`src/rtl/quadrature_decoder_if.sv`:
```
// Encoder pins, preload/clear controls and decoded position outputs of the
// quadrature decoder, bundled for the decoder (slave) and its driver (master).
interface quadrature_decoder_if #(
    parameter int data_width = 4
);
    logic                  enc_a;
    logic                  enc_b;
    logic                  load;
    logic [data_width-1:0] load_value;
    logic                  clear_err;
    logic [data_width-1:0] count;
    logic                  dir;
    logic                  step;
    logic                  err;

    modport master (
        output enc_a, enc_b, load, load_value, clear_err,
        input  count, dir, step, err
    );

    modport slave (
        input  enc_a, enc_b, load, load_value, clear_err,
        output count, dir, step, err
    );
endinterface

```
`src/rtl/quadrature_decoder.sv`:
```
// Quadrature A/B decoder: per-phase synchronisers, Gray-step decode, preloadable
// wrap-around position counter, and sticky illegal-transition flag.
module quadrature_decoder_sync #(
    parameter int stages = 2
) (
    input  logic clk,
    input  logic reset,
    input  logic d,
    output logic q
);
    logic [stages-1:0] ff;

    always_ff @(posedge clk or negedge reset) begin
        if (!reset) ff <= '0;
        else        ff <= {ff[stages-2:0], d};
    end

    assign q = ff[stages-1];
endmodule

module quadrature_decoder #(
    parameter int data_width  = 4,
    parameter int sync_stages = 2
) (
    input  logic                 clk,
    input  logic                 reset,
    quadrature_decoder_if.slave  bus
);
    localparam logic [data_width-1:0] ONE = 1;

    logic [1:0]             pins;
    logic [1:0]             s;
    logic [1:0]             prev;
    logic [sync_stages:0]   prime_pipe;
    logic                   primed;
    logic [1:0]             delta;
    logic                   up;
    logic                   down;
    logic                   illegal;

    logic [data_width-1:0]  count_q, count_d;
    logic                   dir_q, dir_d;
    logic                   step_q, step_d;
    logic                   err_q, err_d;

    // Gray code mapped onto a 0..3 ring position so a step is a +/-1 difference.
    function automatic logic [1:0] ring_pos(input logic [1:0] ab);
        case (ab)
            2'b00:   ring_pos = 2'd0;
            2'b10:   ring_pos = 2'd1;
            2'b11:   ring_pos = 2'd2;
            default: ring_pos = 2'd3;
        endcase
    endfunction

    assign pins = {bus.enc_a, bus.enc_b};

    for (genvar i = 0; i < 2; i++) begin : g_sync
        quadrature_decoder_sync #(.stages(sync_stages)) u_sync (
            .clk   (clk),
            .reset (reset),
            .d     (pins[i]),
            .q     (s[i])
        );
    end

    // Ones shift in from reset; decode starts once they reach the top bit,
    // which lets the synchronisers and prev settle on the parked pin state.
    always_ff @(posedge clk or negedge reset) begin
        if (!reset) begin
            prime_pipe <= '0;
            prev       <= 2'b00;
        end else begin
            prime_pipe <= {prime_pipe[sync_stages-1:0], 1'b1};
            prev       <= s;
        end
    end

    assign primed  = prime_pipe[sync_stages];
    assign delta   = ring_pos(s) - ring_pos(prev);
    assign up      = primed && (delta == 2'd1);
    assign down    = primed && (delta == 2'd3);
    assign illegal = primed && (delta == 2'd2);

    always_comb begin
        count_d = count_q;
        dir_d   = dir_q;
        step_d  = 1'b0;
        err_d   = err_q;

        if (illegal)        err_d = 1'b1;
        else if (bus.clear_err) err_d = 1'b0;

        // Load discards any step decoded in the same cycle.
        if (bus.load) begin
            count_d = bus.load_value;
        end else if (up) begin
            count_d = count_q + ONE;
            dir_d   = 1'b1;
            step_d  = 1'b1;
        end else if (down) begin
            count_d = count_q - ONE;
            dir_d   = 1'b0;
            step_d  = 1'b1;
        end
    end

    always_ff @(posedge clk or negedge reset) begin
        if (!reset) begin
            count_q <= '0;
            dir_q   <= 1'b0;
            step_q  <= 1'b0;
            err_q   <= 1'b0;
        end else begin
            count_q <= count_d;
            dir_q   <= dir_d;
            step_q  <= step_d;
            err_q   <= err_d;
        end
    end

    assign bus.count = count_q;
    assign bus.dir   = dir_q;
    assign bus.step  = step_q;
    assign bus.err   = err_q;
endmodule

```
`src/flat_wrapper.sv`:
```
// flat-port wrapper written by rule: the top's interface ports become plain ports
module quadrature_decoder_flat 
#(
    parameter int data_width  = 4,
    parameter int sync_stages = 2
)
  (clk, reset, bus_enc_a, bus_enc_b, bus_load, bus_load_value, bus_clear_err, bus_count, bus_dir, bus_step, bus_err);
  quadrature_decoder_if #(.data_width(data_width)) bus_i ();
  input  logic clk;
  input  logic reset;
  input wire logic [$bits(bus_i.enc_a)-1:0] bus_enc_a;
  input wire logic [$bits(bus_i.enc_b)-1:0] bus_enc_b;
  input wire logic [$bits(bus_i.load)-1:0] bus_load;
  input wire logic [$bits(bus_i.load_value)-1:0] bus_load_value;
  input wire logic [$bits(bus_i.clear_err)-1:0] bus_clear_err;
  output wire logic [$bits(bus_i.count)-1:0] bus_count;
  output wire logic [$bits(bus_i.dir)-1:0] bus_dir;
  output wire logic [$bits(bus_i.step)-1:0] bus_step;
  output wire logic [$bits(bus_i.err)-1:0] bus_err;
  assign bus_i.enc_a = bus_enc_a;
  assign bus_i.enc_b = bus_enc_b;
  assign bus_i.load = bus_load;
  assign bus_i.load_value = bus_load_value;
  assign bus_i.clear_err = bus_clear_err;
  assign bus_count = bus_i.count;
  assign bus_dir = bus_i.dir;
  assign bus_step = bus_i.step;
  assign bus_err = bus_i.err;
  quadrature_decoder #(.data_width(data_width), .sync_stages(sync_stages)) u_core (.clk(clk), .reset(reset), .bus(bus_i));
endmodule
```
`config.mk`:
```
export PLATFORM = sky130hd
export DESIGN_NAME = quadrature_decoder_flat
export DESIGN_NICKNAME = d
export VERILOG_FILES = /design/src/rtl/quadrature_decoder_if.sv /design/src/rtl/quadrature_decoder.sv /design/src/flat_wrapper.sv
export SDC_FILE = /design/constraint.sdc
export NUM_CORES = 1
export LEC_CHECK = 0
export CAP_MARGIN = 15
export CELL_PAD_IN_SITES_DETAIL_PLACEMENT = 1
export CELL_PAD_IN_SITES_GLOBAL_PLACEMENT = 1
export CORE_MARGIN = 3
export CORE_UTILIZATION = 39
export CTS_BUF_LIST = sky130_fd_sc_hd__clkbuf_4
export CTS_CLUSTER_SIZE = 40
export DETAILED_ROUTE_END_ITERATION = 16
export PLACE_DENSITY = 0.81
export SYNTH_ARGS = -nofsm -noshare
export SYNTH_HDL_FRONTEND = slang
export SYNTH_SLANG_ARGS = --single-unit
export TNS_END_PERCENT = 50
```
`constraint.sdc`:
```
create_clock -name clk -period 3.7 [get_ports clk]
set_input_delay 1.11 -clock clk [delete_from_list [all_inputs] [get_ports clk]]
set_output_delay 1.11 -clock clk [all_outputs]
set_load 0.02 [all_outputs]
```
==> impl.org <==
** Yosys
- Ranked by total cell area, the synthesized netlist is headed by dfrtp_1, ha_1, xnor3_2.
- Synthesis produced between 50 and 60 cells.
- Yosys mapped the design onto 22 distinct sky130hd cell types.
- Nets in the synthesized netlist :: 76
- Proportion of synthesized chip area in sequential cells :: 55.56%
- Flop and latch count out of synthesis :: 16
- Summed over all instances, the cell type with the most area after synthesis is dfrtp_1.
- Share of the synthesized area in the top cell type :: 55.56%
- The synthesized netlist occupies a cell area of 720.7 µm².
- Avg Inst Size Synth :: 12.43 µm²
- Yosys printed 0 warnings.

** GRT
- GR Overflow Total :: 0
- Antenna violations before repair :: 0
- The first global-routing pass estimated approximately 2500 µm of wire.
- The number of global-route vias before repair came to 554.
- Global routing consumed, over all layers together, 14.26% of the routing resources.
- Pin count of the biggest net entering global routing :: 17

** Cells and area
- At the end of the flow the core is filled with cells to 57.92%.
- Summing all flip-flop and latch instances after layout gives 400.4 µm².
- Ant. Diodes :: 0
- Post-route non-filler standard cell count :: between 100 and 150
- Footprint of the multi-input gates :: between 200 and 300 µm²
- Share of layout cells above drive strength 1 :: 7.792%
- Counting the fill cells in the layout gives 177.
- At the end of the flow, the number of nets in the layout was 96.
- Syn-to-layout area delta :: 29.51%

** Drt
- Dividing the detail-routed wire length by the instance count gives 14.02 µm.
- DR vias :: 481
- After the first detailed-routing iteration, the DRC count stood at 1.
- In the routed design, unresolved DRC markers number 0.
- Drt via density :: 4.762
- Detailed-routing iteration count for the pre-antenna-repair pass :: 2
- After detailed routing, the total wire length is 1416 µm.
- The detail route stage leaves a number of antenna-violating nets equal to 0.

** STA
- After layout, the worst path uses about 74% of the clock period.
- Final Hold Vio Count :: 0
- Measured against its own limit, the worst slew margin works out to around 52%.
- The number of pins with negative max-slew slack in the final report came to 0.
- Total negative setup slack :: 0 ps
- At the pin with the least slew margin, the transition time is 710.8 ps.
- Min Clock Period, post-route :: 2756 ps
- Unrepaired setup endpoints after global routing :: false
- Between clock sinks in the finished design, the worst skew comes to 8.894 ps.
- For this run, the top clock speed supported by timing is 0.3628 GHz.
- Setup violations remaining at the end of the flow were counted as 0.

** Placement
- Global placement routability congestion :: between 0.6 and 0.7
- Count of port buffers added during placement :: 16
- In this run, placement finished with an instance count of 97.
- DP Wirelength :: 1115 µm

** Pwr
- Post-layout total power :: approximately 470 µW
- Cell area power density :: 500.1 nW/µm²
- Sequential power share :: 45.2%
- In this run the static leakage power is 0.4325 nW.
- Switching part of the total power :: 32.34%
- Across the VDD grid, the largest voltage drop is 0.0002440 V.
- Cell internal power was estimated by the tool at 315.8 µW.
- Summed over all nets, the switching power comes to 151.0 µW.
- The clock network burns 21.0% of the power.
- In this run, the combinational gates consume 33.8% of the power.

** Floorplanning
- The floorplan step set the die width to 48.99 µm.
- The initial utilization of the core area, before any placement, comes to approximately 45%.
- The region available for standard cell placement spans 1612 µm².
- In this run the vertical extent of the chip is 48.99 µm.
- Floorplan die area :: ~2400 µm²
- During I/O placement, the number of pins put on the boundary was 17.
- Standard-cell row count :: 14

** Critical path
- The worst setup path is of the reg -> reg kind.
- In this run the worst path has a maximum fanout of 4.
- CP startpoint kind :: register
- CP Data Required Time :: 3920 ps
- Critical path's largest stage delay :: 450 ps
- The slowest stage of the critical path belongs to the cell xnor3_2.
- The cell that appears most often on the critical path is ha_1.
- STA puts the critical path data arrival time at 2980 ps.
- STA classifies the critical path endpoint as a register.
- The critical path goes through inv_1 -> ha_1 -> ha_1 -> xnor3_2 -> nand3b_1 -> ha_1 -> a21o_1 -> a21oi_4 -> xnor2_1 -> or3_1 -> a31oi_1.

** Hold path
- Worst hold-check path type :: reg -> reg

** Clock network
- Clock tree from TritonCTS :: done
- Clk root buf :: clkbuf_4
- The later pin in the worst-skew pair is clocked with a latency of 290 ps.
- In this run, CTS created clock tree buffers numbering 3.
- Post-CTS repair timing setup buffer count :: 0
- For this design, the CTS-stage hold fixing added 0 buffers.
- Clk sinks :: 16
- After clock tree synthesis, the clock-pin slew on the worst setup and hold paths is around 100 ps.
- Longest Clk Path Bufs :: 2
- H-tree levels :: 1
- Total of cells resized after clock tree synthesis :: 0

** Outcome
- Outcome :: finished clean

** Job
- Max-cap viol count :: 0
[area by class of cell]
class	instances	share of cell area, %
clock buffer	3	2.413
tap	24	3.217
clock inverter	1	0.4021
inverter	5	2.011
multi-input combinational	36	31.90
timing repair buffer	16	17.16
sequential	16	42.90
[flip-flops by register name (all words and copies together) (netlist names)]
signal,flops
u_core.bus.step,1
u_core.bus.count,4
u_core.bus.dir,1
u_core.bus.err,1
u_core.prime_pipe,3
u_core.prev,2
u_core.g_sync.u_sync.ff,4
[layer usage]
layer  GRT usage (%)  part of all wire (%)
met4           9.953                   2.3
met1           16.15                    41
met3           2.446                   4.0
met2           24.21                    53
met5               0                     0
[synth_stat cells, drive strengths merged]
cell type   n
nand2b      1
a21o        1
o21ai       4
dfrtp      16
o22ai       1
mux2i       1
nor2        5
or3         1
xnor2       2
inv         5
conb        1
xnor3       1
fa          1
ha          7
xor2        1
nand3b      1
a21oi       2
clkbuf      1
nand2       4
mux2        1
a31oi       1
[power groups by stage]
stage               sequential, mW  clock (mW)  combinational [mW]
detailed placement           0.216           0               0.159
floorplan                    0.233           0              0.0750
global placement             0.213           0               0.150
CTS                          0.212       0.102               0.161
global route                 0.215       0.110               0.175
finish                       0.211      0.0979               0.158
[critical path: cells and delay by family, from the launching register on]
| kind | cells | cell delay (ps) |
|---|---|---|
| adders and majority gates | 3 | 800 |
| buffers and inverters | 1 | 50 |
| AOI/OAI and AO/OA | 3 | 490 |
| DFF | 1 | 380 |
| xor gates and xnor gates | 2 | 530 |
| and+or+nand+nor | 2 | 460 |
[layout by cell type (no fill, tap or decap), drive strengths merged]
cell type      instances
ha                     7
mux2                   1
nor2                   5
mux2i                  1
o22ai                  1
fa                     1
xnor3                  1
conb                   1
o21ai                  4
a31oi                  1
clkdlybuf4s50         16
dfrtp                 16
nand2b                 1
inv                    5
a21oi                  2
a21o                   1
or3                    1
xnor2                  2
clkinv                 1
xor2                   1
nand2                  4
clkbuf                 3
nand3b                 1
[final timing paths]
check | slack (ps) | cells after the start | to | from
setup reg to reg | 940 | 11 | u_core.bus.count[3] | u_core.g_sync[1].u_sync.ff[1]
hold / removal | 360 | 0 | u_core.g_sync[0].u_sync.ff[1] | u_core.g_sync[0].u_sync.ff[0]
setup / recovery | 940 | 11 | u_core.bus.count[3] | u_core.g_sync[1].u_sync.ff[1]
min in group asynchronous | 1230 | 1 | u_core.bus.count[3] | reset
max in group asynchronous | 2010 | 1 | u_core.prime_pipe[2] | reset
hold reg to reg | 360 | 0 | u_core.g_sync[0].u_sync.ff[1] | u_core.g_sync[0].u_sync.ff[0]
[cell families (layout without fill, tap and decap cells)]
family | after synthesis | in the layout | synth area share [%]
AOI/OAI and AO/OA | 9 | 9 | 8.508
xor gates and xnor gates | 4 | 4 | 6.945
adders and majority gates | 8 | 8 | 14.93
buffers and inverters | 6 | 25 | 3.125
DFF | 16 | 16 | 55.56
muxes | 2 | 2 | 2.951
other | 1 | 1 | 0.5203
and+or+nand+nor | 12 | 12 | 7.466
[per-stage QoR]
step | area (µm²) | hold slack [ps] | setup WS [ps]
6_report | 933.4 | 355.2 | 943.6
3_3_place_gp | 907.1 | 331.9 | 1011
2_1_floorplan | 720.7 | 331.2 | 1108
4_1_cts | 933.4 | 359.0 | 909.1
5_1_grt | 933.4 | 371.0 | 719.2
3_5_place_dp | 907.1 | 335.8 | 921.5
No activity file was read; power rests on OpenSTA's default activity.
